$ cat src/rtl/pll_reset_sequencer.sv
// Board reset sequencer: waits for both PLL locks, filters them, holds reset for a
// programmable time, and lets a debounced push-button force the board back into reset.
module pll_reset_sequencer #(
  parameter int unsigned LOCK_FILTER     = 16,
  parameter int unsigned HOLD_CYCLES     = 25000,
  parameter int unsigned DEBOUNCE_CYCLES = 250000
) (
  input  logic       clk25,
  input  logic       reset,
  input  logic       lock_a,
  input  logic       lock_b,
  input  logic       s1_n,
  output logic       reset_n,
  output logic       sys_reset,
  output logic [2:0] status,
  output logic [7:0] rst_count
);

  localparam int unsigned CNT_MAX = (LOCK_FILTER > HOLD_CYCLES) ? LOCK_FILTER : HOLD_CYCLES;
  localparam int unsigned CNT_W   = (CNT_MAX > 1) ? $clog2(CNT_MAX) : 1;
  localparam int unsigned DB_W    = $clog2(DEBOUNCE_CYCLES + 1);

  typedef enum logic [2:0] {
    WAIT_LOCK = 3'd0,
    SETTLE    = 3'd1,
    HOLD      = 3'd2,
    RUN       = 3'd3,
    BUTTON    = 3'd4
  } state_e;

  state_e            state_q, state_d;
  logic [CNT_W-1:0]  cnt_q, cnt_d;
  logic [DB_W-1:0]   db_cnt_q, db_cnt_d;
  logic [1:0]        lock_a_q, lock_b_q, s1_q;
  logic              btn_q, btn_d, btn_prev_q;
  logic              reset_n_q, sys_reset_q;
  logic [7:0]        rst_count_q, rst_count_d;
  logic              lock_ok, press, release_ev;

  always_ff @(posedge clk25 or posedge reset) begin
    if (reset) begin
      lock_a_q   <= '0;
      lock_b_q   <= '0;
      s1_q       <= '1;
      btn_q      <= 1'b1;
      btn_prev_q <= 1'b1;
      db_cnt_q   <= '0;
    end else begin
      lock_a_q   <= {lock_a_q[0], lock_a};
      lock_b_q   <= {lock_b_q[0], lock_b};
      s1_q       <= {s1_q[0], s1_n};
      btn_q      <= btn_d;
      btn_prev_q <= btn_q;
      db_cnt_q   <= db_cnt_d;
    end
  end

  // Counter runs only while the synchronized pin differs from the accepted level,
  // so any bounce back to the old level restarts the stability window.
  always_comb begin
    db_cnt_d = db_cnt_q;
    btn_d    = btn_q;
    if (s1_q[1] == btn_q) begin
      db_cnt_d = '0;
    end else if (db_cnt_q == DB_W'(DEBOUNCE_CYCLES)) begin
      btn_d    = s1_q[1];
      db_cnt_d = '0;
    end else begin
      db_cnt_d = db_cnt_q + 1'b1;
    end
  end

  assign lock_ok    = lock_a_q[1] & lock_b_q[1];
  assign press      = btn_prev_q & ~btn_q;
  assign release_ev = ~btn_prev_q & btn_q;

  // State register; reset_n/sys_reset are registered from the next state so they
  // track state==RUN exactly while still coming straight from flops.
  always_ff @(posedge clk25 or posedge reset) begin
    if (reset) begin
      state_q     <= WAIT_LOCK;
      cnt_q       <= '0;
      reset_n_q   <= 1'b0;
      sys_reset_q <= 1'b1;
      rst_count_q <= '0;
    end else begin
      state_q     <= state_d;
      cnt_q       <= cnt_d;
      reset_n_q   <= (state_d == RUN);
      sys_reset_q <= (state_d != RUN);
      rst_count_q <= rst_count_d;
    end
  end

  always_comb begin
    state_d = state_q;
    cnt_d   = cnt_q;
    unique case (state_q)
      WAIT_LOCK: begin
        if (lock_ok) begin
          state_d = SETTLE;
          cnt_d   = '0;
        end
      end
      SETTLE: begin
        if (!lock_ok) begin
          state_d = WAIT_LOCK;
          cnt_d   = '0;
        end else if (cnt_q == CNT_W'(LOCK_FILTER - 1)) begin
          state_d = HOLD;
          cnt_d   = '0;
        end else begin
          cnt_d = cnt_q + 1'b1;
        end
      end
      HOLD: begin
        if (!lock_ok) begin
          state_d = WAIT_LOCK;
          cnt_d   = '0;
        end else if (cnt_q == CNT_W'(HOLD_CYCLES - 1)) begin
          state_d = RUN;
        end else begin
          cnt_d = cnt_q + 1'b1;
        end
      end
      RUN: begin
        if (!lock_ok) begin
          state_d = WAIT_LOCK;
          cnt_d   = '0;
        end else if (press) begin
          state_d = BUTTON;
        end
      end
      BUTTON: begin
        if (!lock_ok) begin
          state_d = WAIT_LOCK;
          cnt_d   = '0;
        end else if (release_ev) begin
          state_d = HOLD;
          cnt_d   = '0;
        end
      end
      default: begin
        state_d = WAIT_LOCK;
        cnt_d   = '0;
      end
    endcase
  end

  always_comb begin
    rst_count_d = rst_count_q;
    if ((state_q == RUN) && (state_d != RUN) && (rst_count_q != '1))
      rst_count_d = rst_count_q + 1'b1;
    reset_n   = reset_n_q;
    sys_reset = sys_reset_q;
    status    = state_q;
    rst_count = rst_count_q;
  end

endmodule
$ cat config.mk
export PLATFORM = sky130hd
export DESIGN_NAME = pll_reset_sequencer
export DESIGN_NICKNAME = d
export VERILOG_FILES = /design/src/rtl/pll_reset_sequencer.sv
export SDC_FILE = /design/constraint.sdc
export NUM_CORES = 1
export LEC_CHECK = 0
export ABC_AREA = 1
export BUFFER_PORTS_ARGS = -buffer_cell sky130_fd_sc_hd__buf_4
export CORE_MARGIN = 4
export CORE_UTILIZATION = 60
export DETAILED_ROUTE_END_ITERATION = 8
export PLACE_DENSITY = 0.79
export SKIP_CTS_REPAIR_TIMING = 1
export SKIP_LAST_GASP = 1
export SYNTH_ARGS = -nofsm -noshare
export SYNTH_HDL_FRONTEND = slang
export SYNTH_SLANG_ARGS = --single-unit
$ cat constraint.sdc
create_clock -name clk25 -period 1.87 [get_ports clk25]
set_input_delay 0.2805 -clock clk25 [delete_from_list [all_inputs] [get_ports clk25]]
set_output_delay 0.2805 -clock clk25 [all_outputs]
set_load 0.01 [all_outputs]
Yosys cells after proc, flatten, opt, wreduce, memory -nomap -nowiden. Cells that the tools add are included.

Bits in registers: 54. Word-level logic and storage cells: 61. Input bits: 5. Output and inout bits: 13.

Bitwise operators: 6. Equality and inequality tests: 15. Add/sub/neg operators: 3. Reduce and logical (&&, ||, !) cells: 5. Muxes and demuxes: 21.

Operators by type and width (number): 15-bit two-way mux (8); 15-bit case mux with 5 select lines (1); 18-bit two-way mux (2); 3-bit two-way mux (9); 18-bit by 1-bit adder with 18-bit output (second input constant) (1); 18-bit equality test (second input constant) (1); 15-bit by 1-bit adder with 15-bit output (second input constant) (1); 15-bit equality test (second input constant) (1); 15-bit by 4-bit equality test with 1-bit output (second input constant) (1); 3-bit case mux with 5 select lines (1); 3-bit by 2-bit equality test with 1-bit output (second input constant) (3); 8-bit by 1-bit adder with 8-bit output (second input constant) (1); 8-bit != test (second input constant) (1); 3-bit != test (second input constant) (2); 2-bit != test (second input constant) (2); 4-bit AND reduction (1); 1-bit bitwise AND (3); 3-bit by 1-bit equality test with 1-bit output (second input constant) (1); 3-bit equality test (second input constant) (1); 3-bit logical NOT (1); 3-bit by 2-bit != test with 1-bit output (second input constant) (1); 1-bit NOT (3); 1-bit logical AND (2); 2-bit AND reduction (1); 1-bit equality test (1).

Depth between registers and ports, before layout. Gate-level depths: netlist of run 1.

Depth after elaboration: 8. Mapped depth: 12. Gate-level depth less buffers: 12.

Least setup slack after synthesis of run 1. Ideal clock, no wire load.

Path kind: reg2reg. Start point: reg cnt_q[0]. End point: reg cnt_q[11]. Buffers on the path: 1. Setup time: 0.127 ns. Cell stages (with the launch flop): 10. Required time: 1.743 ns. Setup slack: 0.306 ns. Arrival: 1.437 ns. Period minus slack after synthesis: 1.564 ns. Cell sequence: dfrtp_1 ha_1 nand2_2 nor4_1 nand4_1 nand2_2 inv_2 buf_6 a21oi_1 a21oi_1.

Longest elaborated chain between the ends: 4. Elaborated cells on any way between the ends: 10. Classes of those cells: 1 x add/sub; 3 x eq/ne; 5 x mux; 1 x reduce/logical.

RTL lines: from (decl) (line 32) `logic [CNT_W-1:0] cnt_q, cnt_d;`; from (signal assigned) (line 88) `cnt_q <= cnt_d;`; 15-bit by 1-bit adder with 15-bit output / 15-bit by 4-bit equality test with 1-bit output (equally long branches) (line 113, 123, 109); 15-bit two-way mux, on equally long branches (line 120, 109); 15-bit two-way mux, on equally long branches (line 117, 106); 15-bit case mux with 5 select lines (line 98) `unique case (state_q)`.

Parallel ways exist; a longest one is shown, timed or not. The select of a mux whose other input is x is not followed. A chain may end at the register's enable or synchronous reset.

Worst setup path after layout of run 1.
Start point: reg btn_q. End point: reg cnt_q[9].

Longest elaborated chain between the ends: 3.

RTL lines: from (decl) (line 35) `logic btn_q, btn_d, btn_prev_q;`; from (signal assigned) (line 52) `btn_q <= btn_d;`; 1-bit bitwise AND (line 75) `assign release_ev = ~btn_prev_q & btn_q;`; 3-bit != test (no source line); 4-bit AND reduction (no source line).

No other way between the ends.

==> out/qor.tcl, run 1 <==
set qor(via_count) 2604
set qor(std_cell_rows) 25
set qor(run_status) {complete, no violations}
set qor(r2r_setup_slack_ns) 0.1
set qor(p_leak_nw) 1.61
set qor(route.detailed.drc) 0
set qor(tns_ns) 0
set qor(post_synthesis_cell_count) 375
set qor(power.density_cell_area_mw_per_mm2) 610
set qor(clock_insertion_delay_worst_skew_ns) 0.30
set qor(worstSetupPathType) {flip-flop to flip-flop}
set qor(syn-cell-area_mm2) 0.00300
set qor(gp_congestion) 0.901
set qor(core_mm2) 0.00479
set qor(postRouteAntennaNets) 0
set qor(ys_ff_latch) 54
set qor(vdd.ir_drop.worst_mv) 0.399
set qor(clock_tree_from_tritoncts) {done}
set qor(viasPerCell) 5.48
set qor(power.sequential.fraction_pct) 57.3
set qor(cts.sinks) 54
set qor(cap_viol_max_count) 0
set qor(grt_setup_unrepaired) {yes}
set qor(time_the_final_worst_path_needs_with_i_o_delays_and_setup_ns) 1.77
set qor(number_of_antenna_violations_at_the_first_check_in_global_routing) 0
set qor(timing.rr.end) {cnt_q[9]}
set qor(grt_start_max_net_pins) 32
set qor(setup_viol) 0
set qor(critPathRequiredTime_ns) 2.10
set qor(total_routing_usage_reported_by_global_routing_pct) 22.2
set qor(ff2ff_path_depth) 9
set qor(finalMaxSlewViolations) 0
set qor(setup_crit_start) {btn_q}
set qor(clk_path_buf_depth) 2
set qor(async_reset_ff_share_pct) 100
set qor(critical_path.reg2reg.startpoint) {btn_q}
set qor(pwr-share-comb_pct) 6.4
set qor(grt-ovfl-total) 0
set qor(cts_inserted_buffers) 5
set qor(timing.final.crit_share_pct) 94.7
set qor(distinct_cell_type_count_after_synthesis) 36
set qor(detail_route.wl_per_cell_um) 12.9
set qor(path_clk_slew_ns) 0.09
set qor(slew_headroom_pct) 74.3
set qor(synth.avg_cell_area_um2) 8.00
set qor(detail_route.iter0.violations) 184
set qor(grt_pass1_wl_um) 11200
set qor(n_fill_cell) 391
set qor(power.net_switching_mw) 0.465
set qor(synth_ff_type) {sky130_fd_sc_hd__dfrtp_1}
set qor(synth.top_cells.by_area) {sky130_fd_sc_hd__dfrtp_1, sky130_fd_sc_hd__nand2_1, sky130_fd_sc_hd__inv_1, sky130_fd_sc_hd__nor2_1, sky130_fd_sc_hd__dfstp_2}
set qor(die-width_um) 78.7
set qor(cell_internal_power_dissipation_mw) 1.62
set qor(place.port_buffers) 17
set qor(final_layout_size_suffix_gt1_share_pct) 19.9
set qor(layout-area-overhead-vs-synth_pct) 13.9
set qor(final_ws_setup_ns) 0.0984
set qor(firstDrtPassIters) 4
set qor(root_buffer) {sky130_fd_sc_hd__clkbuf_8}
set qor(fin_worst_skew_ns) 0.00585
set qor(synth-seq-area-share_pct) 45.2
set qor(setup.worst_path.end) {cnt_q[9]}
set qor(synth.largest_area_cell) {sky130_fd_sc_hd__dfrtp_1}
set qor(mappedNetlistNets) 384
set qor(final_hold_viol_count) 0
set qor(timing_worst_slew_pin_value_ns) 0.386
set qor(antenna_cell_count) 0
set qor(yosysWarningCount) 0
set qor(end_kind) {flip-flop}
set qor(die_h_um) 78.7
set qor(synthDominantCellAreaShare_pct) 40.9
set qor(dp_worst_setup_slack_ns) 0.0718
set qor(cp.arrival_ns) 2.00
set qor(floorplan.initialDensity_pct) 62.7
set qor(timing.critical_path.fanout_max) 7
set qor(via_count_of_the_first_global_routing_pass) 2605
set qor(finalNetCount) 416
set qor(netSwitchingFraction_pct) 22.3
set qor(routed_wirelength_um) 6110
set qor(clock_tree.htree_level_count) 2
set qor(die_area_mm2) 0.00620
set qor(critical_path.startpoint_type) {flip-flop}
set qor(clock.fmax_mhz) 564
set qor(number_of_flops_mapped_to_enable_cells_by_yosys) 0
set qor(clkPwrFrac_pct) 36.3
set qor(dp.final_hpwl_um) 4570
set qor(i_o_pin_count) 18
set qor(min_path_type) {primary input to asynchronous set/reset pin}
set qor(finalCoreUtilization_pct) 71.4
[cell usage after synthesis, types with 3 or more instances]
| cell type | count |
|---|---|
| sky130_fd_sc_hd__xor2_1 | 11 |
| sky130_fd_sc_hd__nor3_1 | 13 |
| sky130_fd_sc_hd__nor4_1 | 5 |
| sky130_fd_sc_hd__nor3_2 | 5 |
| sky130_fd_sc_hd__dfrtp_1 | 49 |
| sky130_fd_sc_hd__nand3_1 | 25 |
| sky130_fd_sc_hd__inv_1 | 48 |
| sky130_fd_sc_hd__nand4_1 | 15 |
| sky130_fd_sc_hd__nand2_2 | 9 |
| sky130_fd_sc_hd__o21ai_0 | 11 |
| sky130_fd_sc_hd__nor2_2 | 6 |
| sky130_fd_sc_hd__nor2_1 | 47 |
| sky130_fd_sc_hd__ha_1 | 4 |
| sky130_fd_sc_hd__nand3_2 | 3 |
| sky130_fd_sc_hd__o21ai_1 | 4 |
| sky130_fd_sc_hd__inv_2 | 7 |
| sky130_fd_sc_hd__a21oi_1 | 14 |
| sky130_fd_sc_hd__dfstp_2 | 5 |
| sky130_fd_sc_hd__nand2_1 | 73 |
[power groups by stage]
stage | Sequential [mW] | Clock, mW | Combinational [mW]
2_1_floorplan | 1.22 | 0 | 0.0927
3_3_place_gp | 1.22 | 0 | 0.128
3_5_place_dp | 1.22 | 0 | 0.133
4_1_cts | 1.20 | 0.774 | 0.133
5_1_grt | 1.20 | 0.827 | 0.152
6_report | 1.20 | 0.756 | 0.134
[cells in the final DEF, fill, tap and decap left out, drive strengths merged, types with 3 or more instances in the layout]
cell / count
a21oi: 14
buf: 28
clkbuf: 5
clkinv: 3
dfrtp: 49
dfstp: 5
ha: 4
inv: 55
nand2: 82
nand3: 28
nand4: 17
nor2: 54
nor3: 18
nor4: 6
o21ai: 15
xor2: 11
[logic make-up (layout without fill, tap and decap cells)]
group                    Yosys count  after routing  synth area share, %
adder cells (fa/ha/maj)            4              4                 1.67
XOR/XNOR                          13             13                 3.79
AND/OR/NAND/NOR                  209            209                 34.5
flip-flops                        54             54                 45.2
buffers and inverters             59             92                 8.05
AO/OA/AOI/OAI                     36             36                 6.76
[stage by stage]
stage	cells	area (um^2)	hold WS (ns)	total power, mW
after global routing	475	3420	0.0455	2.18
after detailed placement	465	3250	0.335	1.35
final	475	3420	0.0143	2.09
after CTS	473	3360	0.0160	2.10
after global placement	465	3250	0.334	1.34
after floorplan	375	3000	0.285	1.31
[worst min-delay path by stage]
stage	from	to	slack [ns]
after floorplan	s1_n	s1_q[0]	0.28
after CTS	reset	db_cnt_q[0]	0.02
after global placement	lock_a_q[0]	lock_a_q[1]	0.33
after detailed placement	lock_b_q[0]	lock_b_q[1]	0.33
after global routing	reset	db_cnt_q[7]	0.05
final	reset	db_cnt_q[3]	0.01
[worst max-delay path, stage by stage (launching register included)]
cell and delay (ns):
sky130_fd_sc_hd__dfstp_2 0.58, sky130_fd_sc_hd__nand2_1 0.07, sky130_fd_sc_hd__inv_1 0.07, sky130_fd_sc_hd__nor3_1 0.07, sky130_fd_sc_hd__nor3_2 0.23, sky130_fd_sc_hd__nand2_2 0.11
sky130_fd_sc_hd__buf_4 0.17, sky130_fd_sc_hd__nor2_1 0.15, sky130_fd_sc_hd__nand2_1 0.09, sky130_fd_sc_hd__a21oi_1 0.16
[cell type report]
type,instances,area (um^2),share of cell area [%]
timing repair buffer,28,214,6.26
clock inverter,3,40.0,1.17
multi-input combinational,262,1440,42.2
inverter,56,211,6.19
sequential,54,1360,39.7
clock buffer,5,68.8,2.01
tap,67,83.8,2.45
[flip-flops by register name, summed over array words and instances, names as in the netlist]
register / cells
db_cnt_q: 18
cnt_q: 15
rst_count: 8
status: 3
lock_a_q: 2
lock_b_q: 2
s1_q: 2
btn_prev_q: 1
btn_q: 1
reset_n: 1
sys_reset: 1
[routing by layer]
metal	part of all wire, %	routed length [um]	vias to the layer above	GRT usage, %
met3	4.7	290	8	4.42
met1	45	2730	1224	28.2
li1	-	-	1287	-
met4	1.2	76	0	7.87
met2	49	3010	85	37.8
met5	0	0	-	0
Power figures use the tool's default switching activity.
==> inputs of run 2 (changes only) <==
--- a/config.mk
+++ b/config.mk
@@ -7,10 +7,12 @@
 export LEC_CHECK = 0
 export ABC_AREA = 1
 export BUFFER_PORTS_ARGS = -buffer_cell sky130_fd_sc_hd__buf_4
-export CORE_MARGIN = 4
+export CORE_ASPECT_RATIO = 1.1
+export CORE_MARGIN = 5
 export CORE_UTILIZATION = 60
 export DETAILED_ROUTE_END_ITERATION = 8
 export PLACE_DENSITY = 0.79
+export RECOVER_POWER = 25
 export SKIP_CTS_REPAIR_TIMING = 1
 export SKIP_LAST_GASP = 1
 export SYNTH_ARGS = -nofsm -noshare
==> run 2 against run 1 <==
  * Final cell count down 1.1%
  * Count of clock-buffer cells in the layout stayed put
  * Worst setup slack lost 0.021 ns
  * Sequential share of layout area is 0.83 points lower
  * Clock power increased by 23%
  * Routed wire length grew 4.1%
  * Power is 8.4% higher
  * Flip-flop and latch count is the same
  * Global-route usage fell by 2.3 points
  * Via count increased by 0.69%
  * Critical endpoint is now rst_count[2]
  * Largest cell class unchanged
  * Largest power group unchanged
==> out/qor.tcl, run 2 (synthesized netlist as in run 1, its figures left out) <==
set qor(die-width_um) 77.4
set qor(critical_path.startpoint_type) {flip-flop}
set qor(root_buffer) {sky130_fd_sc_hd__clkbuf_8}
set qor(timing_worst_slew_pin_value_ns) 1.29
set qor(setup_viol) 0
set qor(postRouteAntennaNets) 0
set qor(final_layout_size_suffix_gt1_share_pct) 21.1
set qor(cp.arrival_ns) 2.00
set qor(routed_wirelength_um) 6360
set qor(timing.final.crit_share_pct) 95.9
set qor(cell_internal_power_dissipation_mw) 1.76
set qor(minimum_hold_slack_ns) 0.0748
set qor(clock.fmax_mhz) 558
set qor(antenna_cell_count) 0
set qor(firstDrtPassIters) 4
set qor(die_h_um) 84.2
set qor(cts_inserted_buffers) 5
set qor(clk_path_buf_depth) 2
set qor(via_count) 2622
set qor(std_cell_rows) 27
set qor(vdd.ir_drop.worst_mv) 0.573
set qor(path_clk_slew_ns) 0.11
set qor(finalNetCount) 420
set qor(slew_headroom_pct) 13.9
set qor(clock_insertion_delay_worst_skew_ns) 0.31
set qor(grt_start_max_net_pins) 55
set qor(gp_congestion) 0.924
set qor(final_cell_mix) {sky130_fd_sc_hd__nand2_1, sky130_fd_sc_hd__dfrtp_1, sky130_fd_sc_hd__inv_1}
set qor(cts.sinks) 54
set qor(finalMaxSlewViolations) 0
set qor(grt_pass1_wl_um) 10700
set qor(core_mm2) 0.00493
set qor(grt-ovfl-total) 0
set qor(max_ffs_per_register) 18
set qor(power.density_cell_area_mw_per_mm2) 647
set qor(final_hold_viol_count) 0
set qor(route.detailed.drc) 0
set qor(detail_route.iter0.violations) 133
set qor(finalCoreUtilization_pct) 70.8
set qor(number_of_antenna_violations_at_the_first_check_in_global_routing) 0
set qor(timing.critical_path.fanout_max) 8
set qor(dp.final_hpwl_um) 4520
set qor(p_leak_nw) 1.65
set qor(die_area_mm2) 0.00652
set qor(most_frequent_standard_cell_in_the_layout_excluding_fill_and_tap_cells) {sky130_fd_sc_hd__nand2_1}
set qor(total_routing_usage_reported_by_global_routing_pct) 20.0
set qor(power.net_switching_mw) 0.496
set qor(fin_worst_skew_ns) 0.0210
set qor(clock_tree_from_tritoncts) {done}
set qor(power.sequential.fraction_pct) 52.9
set qor(end_kind) {flip-flop}
set qor(via_count_of_the_first_global_routing_pass) 2472
set qor(netSwitchingFraction_pct) 22.0
set qor(cap_viol_max_count) 0
set qor(min_path_type) {primary input to flip-flop}
set qor(run_status) {complete, no violations}
set qor(r2r_setup_slack_ns) 0.08
set qor(clkPwrFrac_pct) 41.0
set qor(layout-area-overhead-vs-synth_pct) 16.3
set qor(place.port_buffers) 17
set qor(worstSetupPathType) {flip-flop to flip-flop}
set qor(top_register) {db_cnt_q}
set qor(time_the_final_worst_path_needs_with_i_o_delays_and_setup_ns) 1.79
set qor(i_o_pin_count) 18
set qor(viasPerCell) 5.58
set qor(detail_route.wl_per_cell_um) 13.5
set qor(critPathRequiredTime_ns) 2.07
set qor(clock_tree.htree_level_count) 2
set qor(pwr-share-comb_pct) 6.1
set qor(grt_setup_unrepaired) {yes}
set qor(floorplan.initialDensity_pct) 60.8
## run 2: cell types whose count changed in the layout (fill, tap and decap cells not counted), moves of 2 or more
cell,previous run,this run
sky130_fd_sc_hd__clkbuf_4,0,4
sky130_fd_sc_hd__nand2_4,1,3
sky130_fd_sc_hd__nand2_1,73,70
sky130_fd_sc_hd__clkinv_2,3,0
## run 2: final cells by class
cell class,instances,area [um^2]
Tap cell,58,72.6
Inverter,56,213
Clock inverter,3,68.8
Multi-Input combinational cell,262,1470
Fill cell,381,1440
Sequential cell,54,1360
Clock buffer,5,68.8
Timing Repair Buffer,32,241
## run 2: metrics by stage
step | area (um^2) | cells | power [mW] | setup slack, ns | setup TNS (ns)
floorplan | 3000 | 375 | 1.31 | 0.283 | 0
global placement | 3230 | 453 | 1.34 | 0.0877 | 0
detailed placement | 3230 | 453 | 1.34 | 0.0386 | 0
CTS | 3370 | 461 | 2.27 | -0.0239 | -0.127
global route | 3490 | 470 | 2.35 | -0.0466 | -0.175
finish | 3490 | 470 | 2.26 | 0.0774 | 0
## run 2: routing by layer
| metal | vias to the layer above | track usage (%) | share of wire, % |
|---|---|---|---|
| met5 | - | 0 | 0 |
| li1 | 1300 | - | - |
| met4 | 0 | 10.2 | 3.0 |
| met3 | 20 | 4.51 | 4.2 |
| met1 | 1231 | 25.0 | 42 |
| met2 | 71 | 32.2 | 51 |
## run 2: critical path, cell delays in order, from the launching register on
cell and delay [ns]:
sky130_fd_sc_hd__dfrtp_1 0.43, sky130_fd_sc_hd__ha_4 0.18, sky130_fd_sc_hd__nand2_4 0.07, sky130_fd_sc_hd__inv_4 0.07, sky130_fd_sc_hd__nand2_1 0.06, sky130_fd_sc_hd__nor2_2 0.16
sky130_fd_sc_hd__nand2_1 0.10, sky130_fd_sc_hd__nand2_2 0.11, sky130_fd_sc_hd__nand4_4 0.10, sky130_fd_sc_hd__nand2_4 0.12, sky130_fd_sc_hd__nand3_4 0.13, sky130_fd_sc_hd__nand2_1 0.10
sky130_fd_sc_hd__nand2_1 0.05
## run 2: path summary, 6_finish.rpt
| kind | to | from | depth (start not counted) |
|---|---|---|---|
| min reg2reg | lock_a_q[1] | lock_a_q[0] | 0 |
| max reg2reg | rst_count[2] | cnt_q[0] | 12 |
| min | s1_q[0] | s1_n | 1 |
| min in group asynchronous | db_cnt_q[2] | reset | 3 |
| max | rst_count[2] | cnt_q[0] | 12 |
| max in group asynchronous | rst_count[6] | reset | 3 |
## run 2: power by group through the flow
stage,Clock [mW],Combinational (mW),Sequential (mW)
after floorplan,0,0.0927,1.22
after global placement,0,0.125,1.22
after detailed placement,0,0.127,1.22
after CTS,0.948,0.127,1.19
after global routing,1.00,0.157,1.20
final,0.927,0.138,1.20
==> inputs of run 3 (changes only) <==
--- a/config.mk
+++ b/config.mk
@@ -6,7 +6,7 @@
 export NUM_CORES = 1
 export LEC_CHECK = 0
 export ABC_AREA = 1
-export BUFFER_PORTS_ARGS = -buffer_cell sky130_fd_sc_hd__buf_4
+export BUFFER_PORTS_ARGS = -buffer_cell sky130_fd_sc_hd__buf_2
 export CORE_ASPECT_RATIO = 1.1
 export CORE_MARGIN = 5
 export CORE_UTILIZATION = 60
==> constraint.sdc (replaced) <==
create_clock -name clk25 -period 1.87 [get_ports clk25]
set_input_delay 0.2805 -clock clk25 [delete_from_list [all_inputs] [get_ports clk25]]
set_output_delay 0.2805 -clock clk25 [all_outputs]
set_load 0.1 [all_outputs]
==> run 3 against run 2 <==
  * Largest power group unchanged
  * Critical path type unchanged
  * Sequential power about the same
  * Flip-flop and latch count unchanged
  * Count of clock-buffer cells in the layout unchanged
  * Core utilization decreased by 2.1 points
  * Register-to-register slack got worse by 0.08 ns
  * Routed wire length decreased by 2.5%
  * Combinational power about the same
  * Final cell count decreased by 1.1%
  * Die area unchanged
  * Final area decreased by 2.9%
  * Global-route usage decreased by 0.20 points
  * Via count decreased by 0.95%
  * The flow now finishes with violations (setup timing)
==> out/qor.tcl, run 3 (synthesized netlist as in run 1, its figures left out) <==
set qor(fin_worst_skew_ns) 0.00415
set qor(clkPwrFrac_pct) 36.8
set qor(crit_slowest_cell) {sky130_fd_sc_hd__dfrtp_1}
set qor(dp.final_hpwl_um) 4520
set qor(critical_path.startpoint_type) {flip-flop}
set qor(vdd.ir_drop.worst_mv) 0.596
set qor(cp.buffers_inverters) 2
set qor(via_count) 2597
set qor(grt-ovfl-total) 0
set qor(tns_ns) -0.00168
set qor(finalMaxSlewViolations) 0
set qor(grt_pass1_wl_um) 10700
set qor(routed_wirelength_um) 6200
set qor(clock_tree.htree_level_count) 2
set qor(failed_checks) {setup timing}
set qor(gp_congestion) 0.984
set qor(max_ffs_per_register) 18
set qor(clock_tree_from_tritoncts) {done}
set qor(viasPerCell) 5.58
set qor(cp.arrival_ns) 2.10
set qor(cts.sinks) 54
set qor(clock.fmax_mhz) 534
set qor(ff2ff_path_depth) 7
set qor(final_layout_size_suffix_gt1_share_pct) 21.4
set qor(final_ws_setup_ns) -0.00168
set qor(cts_inserted_buffers) 5
set qor(final_cell_mix) {sky130_fd_sc_hd__nand2_1, sky130_fd_sc_hd__inv_1, sky130_fd_sc_hd__nor2_1}
set qor(end_kind) {flip-flop}
set qor(power.total_mw) 2.11
set qor(timing.critical_path.depth) 7
set qor(power.net_switching_mw) 0.488
set qor(antenna_cell_count) 0
set qor(n_fill_cell) 385
set qor(worst_path_largest_cell_delay_ns) 0.47
set qor(detail_route.wl_per_cell_um) 13.3
set qor(std_cell_rows) 27
set qor(post_layout_nonfiller_instances) 465
set qor(grt_start_max_net_pins) 55
set qor(timing_worst_slew_pin_value_ns) 1.24
set qor(final_hold_viol_count) 0
set qor(route.detailed.drc) 0
set qor(timing.critical_path.fanout_max) 11
set qor(layout-area-overhead-vs-synth_pct) 13.0
set qor(slew_headroom_pct) 17.2
set qor(pwr-share-comb_pct) 6.7
set qor(die-width_um) 77.4
set qor(dpl_cell_area_mm2) 0.00322
set qor(place.port_buffers) 17
set qor(via_count_of_the_first_global_routing_pass) 2461
set qor(timing.final.crit_share_pct) 100
set qor(top_register) {db_cnt_q}
set qor(cap_viol_max_count) 0
set qor(total_routing_usage_reported_by_global_routing_pct) 19.8
set qor(i_o_pin_count) 18
set qor(cell_internal_power_dissipation_mw) 1.62
set qor(clock_insertion_delay_worst_skew_ns) 0.31
set qor(setup_viol) 1
set qor(minimum_hold_slack_ns) 0.0645
set qor(worstSetupPathType) {flip-flop to flip-flop}
set qor(die_h_um) 84.2
set qor(most_frequent_standard_cell_in_the_layout_excluding_fill_and_tap_cells) {sky130_fd_sc_hd__nand2_1}
set qor(critical_path.cell_chain) {inv_2 -> nor4_1 -> nand4_1 -> nand2_4 -> buf_4 -> o21ai_0 -> nor2_1}
set qor(dp_worst_setup_slack_ns) 0.0895
set qor(path_delay_family) {simple AND/OR/NAND/NOR gates}
set qor(clk_path_buf_depth) 2
set qor(run_status) {finished with violations}
set qor(root_buffer) {sky130_fd_sc_hd__clkbuf_8}
set qor(time_the_final_worst_path_needs_with_i_o_delays_and_setup_ns) 1.87
set qor(p_leak_nw) 1.58
set qor(floorplan.initialDensity_pct) 60.8
set qor(critPathRequiredTime_ns) 2.10
set qor(detail_route.iter0.violations) 204
set qor(power.density_cell_area_mw_per_mm2) 623
set qor(numPlacedInstances) 455
set qor(finalNetCount) 415
set qor(min_delay_path_depth) 1
set qor(power.sequential.fraction_pct) 56.6
set qor(number_of_antenna_violations_at_the_first_check_in_global_routing) 0
set qor(finalCoreUtilization_pct) 68.7
set qor(die_area_mm2) 0.00652
set qor(core_mm2) 0.00493
set qor(postRouteAntennaNets) 0
set qor(min_path_type) {primary input to flip-flop}
set qor(finalInstanceArea_mm2) 0.00339
set qor(path_clk_slew_ns) 0.09
set qor(firstDrtPassIters) 5
set qor(netSwitchingFraction_pct) 23.1
## run 3: final timing paths
check                           slack [ns]            to   startpoint
worst min-delay path                  0.06       s1_q[0]         s1_n
min in group asynchronous             0.37   db_cnt_q[2]        reset
worst max-delay path                -0.002     cnt_q[14]     cnt_q[8]
worst max register to register      -0.002     cnt_q[14]     cnt_q[8]
max in group asynchronous             0.67  rst_count[0]        reset
worst min register to register        0.36   lock_b_q[1]  lock_b_q[0]
## run 3: power groups by stage
| stage | Clock, mW | Combinational (mW) | Sequential [mW] |
|---|---|---|---|
| after floorplan | 0 | 0.0927 | 1.23 |
| after detailed placement | 0 | 0.143 | 1.22 |
| after global placement | 0 | 0.140 | 1.22 |
| after global routing | 0.857 | 0.161 | 1.20 |
| after CTS | 0.802 | 0.144 | 1.19 |
| final | 0.776 | 0.141 | 1.19 |
## run 3: per-layer routing
metal | track usage [%] | share of wire, % | vias up
met1 | 23.8 | 42 | 1214
li1 | - | - | 1294
met5 | 0 | 0 | -
met2 | 33.5 | 51 | 66
met4 | 9.22 | 2.9 | 0
met3 | 4.18 | 4.7 | 23
## run 3: layout make-up
type	instances	area, um^2	area share (%)
Clock buffer	5	68.8	2.03
Clock inverter	3	43.8	1.29
Timing Repair Buffer	27	161	4.76
Multi-Input combinational cell	262	1460	43.2
Tap cell	58	72.6	2.14
Sequential cell	54	1370	40.3
Inverter	56	211	6.24
## run 3: worst register-to-register path, delay by kind of cell (launching register included)
kind / cells / cell delay, ns
flops: 1 / 0.47
buf+inv: 2 / 0.27
compound gates: 1 / 0.07
simple gates: 4 / 0.98
